## src/rtl/sched_1553_pkg.sv

```systemverilog
// Shared types and constants for the 1553 bus-controller message scheduler.
// Table entry layout: {csw_flag, dw_flag, word[15:0]}.
package sched_1553_pkg;

  typedef enum logic [3:0] {
    S_IDLE,
    S_FETCH,
    S_LOAD,
    S_STROBE,
    S_WAIT_BUSY,
    S_WAIT_DONE,
    S_WAIT_RESP,
    S_GAP,
    S_DONE
  } state_t;

  localparam int CSW_BIT = 17;
  localparam int DW_BIT  = 16;
  localparam logic [1:0] FLG_END = 2'b00;
  localparam int TMR_W = 16;

  function automatic logic is_end(input logic [17:0] entry);
    return entry[CSW_BIT:DW_BIT] == FLG_END;
  endfunction

endpackage

```

## src/rtl/sched_timer.sv

```systemverilog
// Loadable down-counter with terminal-count flag; parks at zero.
module sched_timer
  import sched_1553_pkg::*;
#(
  parameter int W = TMR_W
) (
  input  logic         clk,
  input  logic         rst_n,
  input  logic         load,
  input  logic [W-1:0] load_val,
  output logic         tc
);

  logic [W-1:0] cnt;

  always_ff @(posedge clk or negedge rst_n) begin
    if (!rst_n)          cnt <= '0;
    else if (load)       cnt <= load_val;
    else if (cnt != '0)  cnt <= cnt - 1'b1;
  end

  assign tc = (cnt == '0);

endmodule

```

## src/rtl/msg_sched_1553.sv

```systemverilog
// 1553 BC message scheduler: walks the message table, strobes words into the
// encoder, waits for RT status with retry. Optional MSG_SCHED_BUS_SWITCH_EN flips bus on retry.
module msg_sched_1553
  import sched_1553_pkg::*;
#(
  parameter int ADDR_W       = 7,
  parameter int RESP_TIMEOUT = 112,
  parameter int GAP_CYCLES   = 32,
  parameter int BUSY_WAIT    = 16,
  parameter int MAX_RETRY    = 1
) (
  input  logic              sys_clk,
  input  logic              rst_n,
  input  logic              start,
  input  logic              abort,
  input  logic [ADDR_W-1:0] base_addr,
  output logic              rd_en,
  output logic [ADDR_W-1:0] rd_addr,
  input  logic [17:0]       rd_data,
  output logic [15:0]       tx_dword,
  output logic              tx_csw,
  output logic              tx_dw,
  input  logic              tx_busy,
  input  logic              rx_dval,
  input  logic              rx_csw,
  input  logic [15:0]       rx_dword,
  input  logic              rx_perr,
  output logic              bus_sel,
  output logic              busy,
  output logic              done,
  output logic              err_timeout,
  output logic              err_enc,
  output logic [7:0]        msg_count,
  output logic [15:0]       status_word
);

  state_t              state, state_nx;
  logic [ADDR_W-1:0]   addr, msg_start;
  logic                in_msg, wrap_pend, word_csw;
  logic [3:0]          retry_cnt;

  logic                tmr_load, tmr_tc;
  logic [TMR_W-1:0]    tmr_val;

  logic ev_start, ev_load_word, ev_msg_begin, ev_addr_inc, ev_wrap;
  logic ev_resp_ok, ev_retry, ev_exhaust, ev_enc_err;

  logic csw_f, entry_end, resp_ok, retry_left;

  assign csw_f      = rd_data[CSW_BIT];
  assign entry_end  = is_end(rd_data);
  assign resp_ok    = rx_dval & rx_csw & ~rx_perr;
  assign retry_left = retry_cnt < 4'(MAX_RETRY);

  sched_timer #(.W(TMR_W)) u_tmr (
    .clk      (sys_clk),
    .rst_n    (rst_n),
    .load     (tmr_load),
    .load_val (tmr_val),
    .tc       (tmr_tc)
  );

  always_ff @(posedge sys_clk or negedge rst_n) begin
    if (!rst_n) state <= S_IDLE;
    else        state <= state_nx;
  end

  // Each timed state lasts exactly N cycles: the timer is loaded with N-1 on entry.
  always_comb begin
    state_nx     = state;
    tmr_load     = 1'b0;
    tmr_val      = '0;
    ev_start     = 1'b0;
    ev_load_word = 1'b0;
    ev_msg_begin = 1'b0;
    ev_addr_inc  = 1'b0;
    ev_wrap      = 1'b0;
    ev_resp_ok   = 1'b0;
    ev_retry     = 1'b0;
    ev_exhaust   = 1'b0;
    ev_enc_err   = 1'b0;
    case (state)
      S_IDLE: if (start) begin
        ev_start = 1'b1;
        state_nx = S_FETCH;
      end
      S_FETCH: state_nx = abort ? S_DONE : S_LOAD;
      S_LOAD: begin
        // A command or end marker after words already sent closes the message.
        if ((csw_f || entry_end) && in_msg) begin
          state_nx = S_WAIT_RESP;
          tmr_load = 1'b1;
          tmr_val  = TMR_W'(RESP_TIMEOUT - 1);
        end else if (entry_end) begin
          state_nx = S_DONE;
        end else begin
          ev_load_word = 1'b1;
          ev_msg_begin = csw_f;
          state_nx     = S_STROBE;
        end
      end
      S_STROBE: begin
        state_nx = S_WAIT_BUSY;
        tmr_load = 1'b1;
        tmr_val  = TMR_W'(BUSY_WAIT - 1);
      end
      S_WAIT_BUSY: begin
        if (tx_busy) begin
          state_nx = S_WAIT_DONE;
        end else if (tmr_tc) begin
          ev_enc_err = 1'b1;
          state_nx   = S_DONE;
        end
      end
      S_WAIT_DONE: if (!tx_busy) begin
        if (&addr) begin
          ev_wrap  = 1'b1;
          state_nx = S_WAIT_RESP;
          tmr_load = 1'b1;
          tmr_val  = TMR_W'(RESP_TIMEOUT - 1);
        end else begin
          ev_addr_inc = 1'b1;
          state_nx    = S_FETCH;
        end
      end
      S_WAIT_RESP: begin
        // Response wins over a timeout landing on the same cycle.
        if (resp_ok || (tmr_tc && !retry_left)) begin
          ev_resp_ok = resp_ok;
          ev_exhaust = ~resp_ok;
          state_nx   = wrap_pend ? S_DONE : S_GAP;
          tmr_load   = 1'b1;
          tmr_val    = TMR_W'(GAP_CYCLES - 1);
        end else if (tmr_tc) begin
          ev_retry = 1'b1;
          state_nx = S_GAP;
          tmr_load = 1'b1;
          tmr_val  = TMR_W'(GAP_CYCLES - 1);
        end
      end
      S_GAP: begin
        if (abort)       state_nx = S_DONE;
        else if (tmr_tc) state_nx = S_FETCH;
      end
      S_DONE:  state_nx = S_IDLE;
      default: state_nx = S_IDLE;
    endcase
  end

  always_ff @(posedge sys_clk or negedge rst_n) begin
    if (!rst_n) begin
      addr        <= '0;
      msg_start   <= '0;
      in_msg      <= 1'b0;
      wrap_pend   <= 1'b0;
      word_csw    <= 1'b0;
      retry_cnt   <= '0;
      tx_dword    <= '0;
      err_timeout <= 1'b0;
      err_enc     <= 1'b0;
      msg_count   <= '0;
      status_word <= '0;
    end else begin
      if (ev_start) begin
        addr        <= base_addr;
        msg_start   <= base_addr;
        in_msg      <= 1'b0;
        wrap_pend   <= 1'b0;
        retry_cnt   <= '0;
        err_timeout <= 1'b0;
        err_enc     <= 1'b0;
        msg_count   <= '0;
      end
      if (ev_load_word) begin
        tx_dword <= rd_data[15:0];
        word_csw <= csw_f;
        in_msg   <= 1'b1;
      end
      if (ev_msg_begin) msg_start <= addr;
      if (ev_addr_inc)  addr <= addr + 1'b1;
      if (ev_wrap)      wrap_pend <= 1'b1;
      if (ev_enc_err)   err_enc <= 1'b1;
      if (ev_resp_ok) begin
        status_word <= rx_dword;
        retry_cnt   <= '0;
        in_msg      <= 1'b0;
        if (msg_count != 8'hFF) msg_count <= msg_count + 8'd1;
      end
      // Retry re-walks the message from its command word.
      if (ev_retry) begin
        retry_cnt <= retry_cnt + 4'd1;
        addr      <= msg_start;
        in_msg    <= 1'b0;
        wrap_pend <= 1'b0;
      end
      if (ev_exhaust) begin
        err_timeout <= 1'b1;
        retry_cnt   <= '0;
        in_msg      <= 1'b0;
      end
    end
  end

`ifdef MSG_SCHED_BUS_SWITCH_EN
  logic bus_q;
  always_ff @(posedge sys_clk or negedge rst_n) begin
    if (!rst_n)                     bus_q <= 1'b0;
    else if (ev_start || ev_resp_ok) bus_q <= 1'b0;
    else if (ev_retry)              bus_q <= ~bus_q;
  end
  assign bus_sel = bus_q;
`else
  assign bus_sel = 1'b0;
`endif

  assign rd_en   = (state == S_FETCH) & ~abort;
  assign rd_addr = addr;
  assign tx_csw  = (state == S_STROBE) &  word_csw;
  assign tx_dw   = (state == S_STROBE) & ~word_csw;
  assign busy    = (state != S_IDLE);
  assign done    = (state == S_DONE);

endmodule

```

## config.mk

```make
export PLATFORM = sky130hd
export DESIGN_NAME = msg_sched_1553
export DESIGN_NICKNAME = d
export VERILOG_FILES = /design/src/rtl/sched_1553_pkg.sv /design/src/rtl/sched_timer.sv /design/src/rtl/msg_sched_1553.sv
export SDC_FILE = /design/constraint.sdc
export NUM_CORES = 1
export LEC_CHECK = 0
export CAP_MARGIN = 20
export CORE_MARGIN = 1.5
export CORE_UTILIZATION = 46
export CTS_BUF_LIST = sky130_fd_sc_hd__clkbuf_4 sky130_fd_sc_hd__clkbuf_8
export DETAILED_ROUTE_END_ITERATION = 6
export HOLD_SLACK_MARGIN = 0.15
export PLACE_DENSITY = 0.78
export SYNTH_ARGS = -nofsm -noshare
export SYNTH_HDL_FRONTEND = slang
export SYNTH_SLANG_ARGS = --single-unit
export TNS_END_PERCENT = 100
```

## constraint.sdc

```tcl
create_clock -name sys_clk -period 2 [get_ports sys_clk]
set_input_delay 0.2 -clock sys_clk [delete_from_list [all_inputs] [get_ports sys_clk]]
set_output_delay 0.2 -clock sys_clk [all_outputs]
set_load 0.005 [all_outputs]
```

==> flow_metrics.tcl <==
set metrics [dict create \
    drt-initial-drc-count 180 \
    grt_pass1_wl_mm 18.9 \
    hold_path.class "primary input to async pin" \
    grt_pass1_vias 4070 \
    wirelength_mm 11.4 \
    drive_gt1_share_pct 23.3 \
    cp.arrival_ps 2290 \
    synth.area.top_cells "dfrtp_1, nand2_1, mux2_2, nor2_1, nand3_1" \
    rsz0062_at_grt "yes" \
    cts_sinks 83 \
    peakVddDrop_mv 0.784 \
    finalCriticalPeriod_ps 2030 \
    dp_hpwl_mm 8.26 \
    coreArea_mm2 0.00876 \
    status "finished with violations" \
    die-height_um 98.5 \
    antenna_found_initial 0 \
    cts_buffers 9 \
    clockBufferDepth 2 \
    yosys_warnings 0 \
    violations "setup timing" \
    worstPathMaxFanout 8 \
    synth_edf_count 0 \
    ys_types 62 \
    avgViaCountPerCell 5.55 \
    h-tree-depth 3 \
    ys_dominant_reg_cell "dfrtp_1" \
    finalSetupViolations 6 \
    cp.required_ps 2260 \
    fin_hold_ws_ps 269 \
    grt_usage_pct 24.2 \
    die-area_mm2 0.00970 \
    cp-end-kind "flop" \
    grt_overflow 0 \
    routabilityCongestion 0.908 \
    fin_tns_setup_ps -135 \
    row_count 34 \
    fp.dieW_um 98.5 \
    worst_clock_skew_ps 16.8 \
    first_pass_iters 4 \
    drv_slew 0 \
    yosys.area.top_type "dfrtp_1" \
    port_buffers 102 \
    ant_nets 0 \
    fin_util_pct 70.7 \
    vias 3954 \
    synth.cell_area_mm2 0.00419 \
    syn_area_per_cell_um2 9.77 \
    postSynth.asyncResetShare_pct 100 \
    yosysSeqAreaShare_pct 49.5 \
    syn_nets 483 \
    grt_max_degree 59 \
    startpoint_type "flop" \
    cts-root-buf "clkbuf_8" \
    max_freq_mhz 492 \
    initial_core_util_pct 47.8 \
    path_clk_slew_ps 110 \
    antennaDiodeCount 0 \
    fin_crit_sh_pct 102 \
    fin_ws_ps -33.2 \
    synth.top_cell.area_share_pct 49.5 \
    clk_latency_ps 370 \
    areaGrowthSynthToFinish_pct 47.7 \
    ys_ff_latch 83 \
    p_leak_nw 2.82 \
    wl_per_cell_um 16.0 \
    io_pins 104 \
    synth_cells 429 \
    nets 654 \
    cap_viol_max_count 0 \
    hold_viol_final 0 \
    power_mw 7.94 \
    cts_tree "yes" \
    power_density_mw_per_mm2 1280 \
    drc_errors 0 \
    crit_type "flop to flop" \
    nFillCells 654 \
]
[worst max-delay path, stage by stage, from the launching register on]
cell and delay (ps):
dfrtp_1 390, or4_4 560, nor4_4 380, nand4_4 220, o22a_1 270, o221a_2 120
[metrics by stage]
stage                     area (µm²)  worst slack (ps)  cells
after floorplan                 4210             -37.7    429
after global placement          5780             -26.2    686
after detailed placement        5780              -124    686
after CTS                       6110             -29.5    713
after global routing            6190              -132    713
final                           6190             -33.2    713
[worst paths after layout]
path / startpoint / endpoint / slack [ps] / depth (start not counted)
max: u_tmr.cnt[3] / rd_addr[2] / -30 / 5
min: rst_n / status_word[2] / 270 / 2
max reg2reg: u_tmr.cnt[3] / rd_addr[2] / -30 / 5
min reg2reg: msg_start[1] / msg_start[1] / 480 / 2
max in group asynchronous: rst_n / in_msg / 1110 / 3
min in group sys_clk: rx_dword[13] / status_word[13] / 350 / 3
[registers in the layout, indices dropped and copies added, names as in the netlist]
name	flops
status_word	16
tx_dword	16
u_tmr.cnt	16
msg_count	8
msg_start	7
rd_addr	7
retry_cnt	4
state	4
err_enc	1
err_timeout	1
in_msg	1
word_csw	1
wrap_pend	1
[layout by cell type (no fill, tap or decap), types with 3 or more instances in the layout]
master | synthesis | final
o211ai_1 | 3 | 3
buf_12 | 0 | 3
ha_1 | 5 | 5
nand4_1 | 5 | 5
nor4_4 | 1 | 4
inv_8 | 0 | 4
clkbuf_8 | 0 | 9
o22a_1 | 5 | 5
buf_6 | 3 | 5
clkinvlp_4 | 0 | 3
nor2_1 | 36 | 33
dlygate4sd2_1 | 0 | 5
o21ai_0 | 15 | 13
buf_4 | 1 | 66
clkdlybuf4s50_1 | 0 | 96
and3_1 | 4 | 3
a22o_1 | 4 | 4
mux2_2 | 19 | 19
nand2_1 | 89 | 89
nand3_1 | 17 | 15
a22oi_1 | 6 | 6
dfrtp_1 | 83 | 83
nor4b_1 | 4 | 3
nor3_1 | 9 | 8
a21oi_1 | 10 | 9
o221a_2 | 4 | 4
xor2_1 | 9 | 9
inv_1 | 18 | 18
nand2b_1 | 3 | 3
xnor2_1 | 9 | 9
[Yosys cell counts, types with 3 or more instances]
master     instances
o2111ai_1          3
nor4b_1            4
a22oi_1            6
xor2_1             9
nor4_1             3
nor2_1            36
ha_1               5
inv_1             18
buf_6              3
o22a_1             5
a21oi_1           10
nor3_1             9
nand2_1           89
nand3_1           17
o211ai_1           3
clkbuf_1          10
o21ai_0           15
a22o_1             4
o31ai_1            3
nand2b_1           3
xnor2_1            9
dfrtp_1           83
nand4_1            5
mux2_2            19
and3_1             4
o221a_2            4
[cells by family (layout without fill, tap and decap cells)]
group                      Yosys count  in the layout  share of synthesized area, %
and+or+nand+nor                    198            198                          24.0
DFF                                 83             83                          49.5
AOI/OAI and AO/OA                   70             70                          12.0
buffers and inverters               34            210                          3.73
adders and majority gates            5              5                          1.49
muxes                               20             20                          5.34
other                                1              1                        0.0894
xor gates and xnor gates            18             18                          3.76
[power by group]
group / leakage, nW / switching (mW) / total [mW] / internal (mW)
logic: 1.67 / 1.77 / 4.05 / 2.28
registers: 1.07 / 0.418 / 2.71 / 2.29
clock network: 0.0893 / 0.703 / 1.19 / 0.485
[area by class of cell]
type / count / area [µm²] / area share (%)
clock buffer: 9 / 124 / 2.00
clock inverter: 7 / 67.6 / 1.09
inverter: 18 / 67.6 / 1.09
multi-input combinational: 312 / 2090 / 33.8
sequential: 83 / 2080 / 33.5
tap: 108 / 135 / 2.18
timing repair buffer: 176 / 1630 / 26.3
[routing by layer]
metal	routed length [µm]	GRT usage [%]	up-vias
li1	-	-	1853
met1	4860	29.3	1959
met2	5890	42.9	120
met3	471	4.96	22
met4	211	8.13	0
met5	0	0	-
[repair_timing]
item                       CTS  global route
pin swaps                    6             6
setup endpoints to repair   16            41
hold endpoints to repair    83             0
hold buffers                 1             0
setup buffers               10             1
resized for setup           16            18
Note: power is estimated with default switching activity, not from simulation.
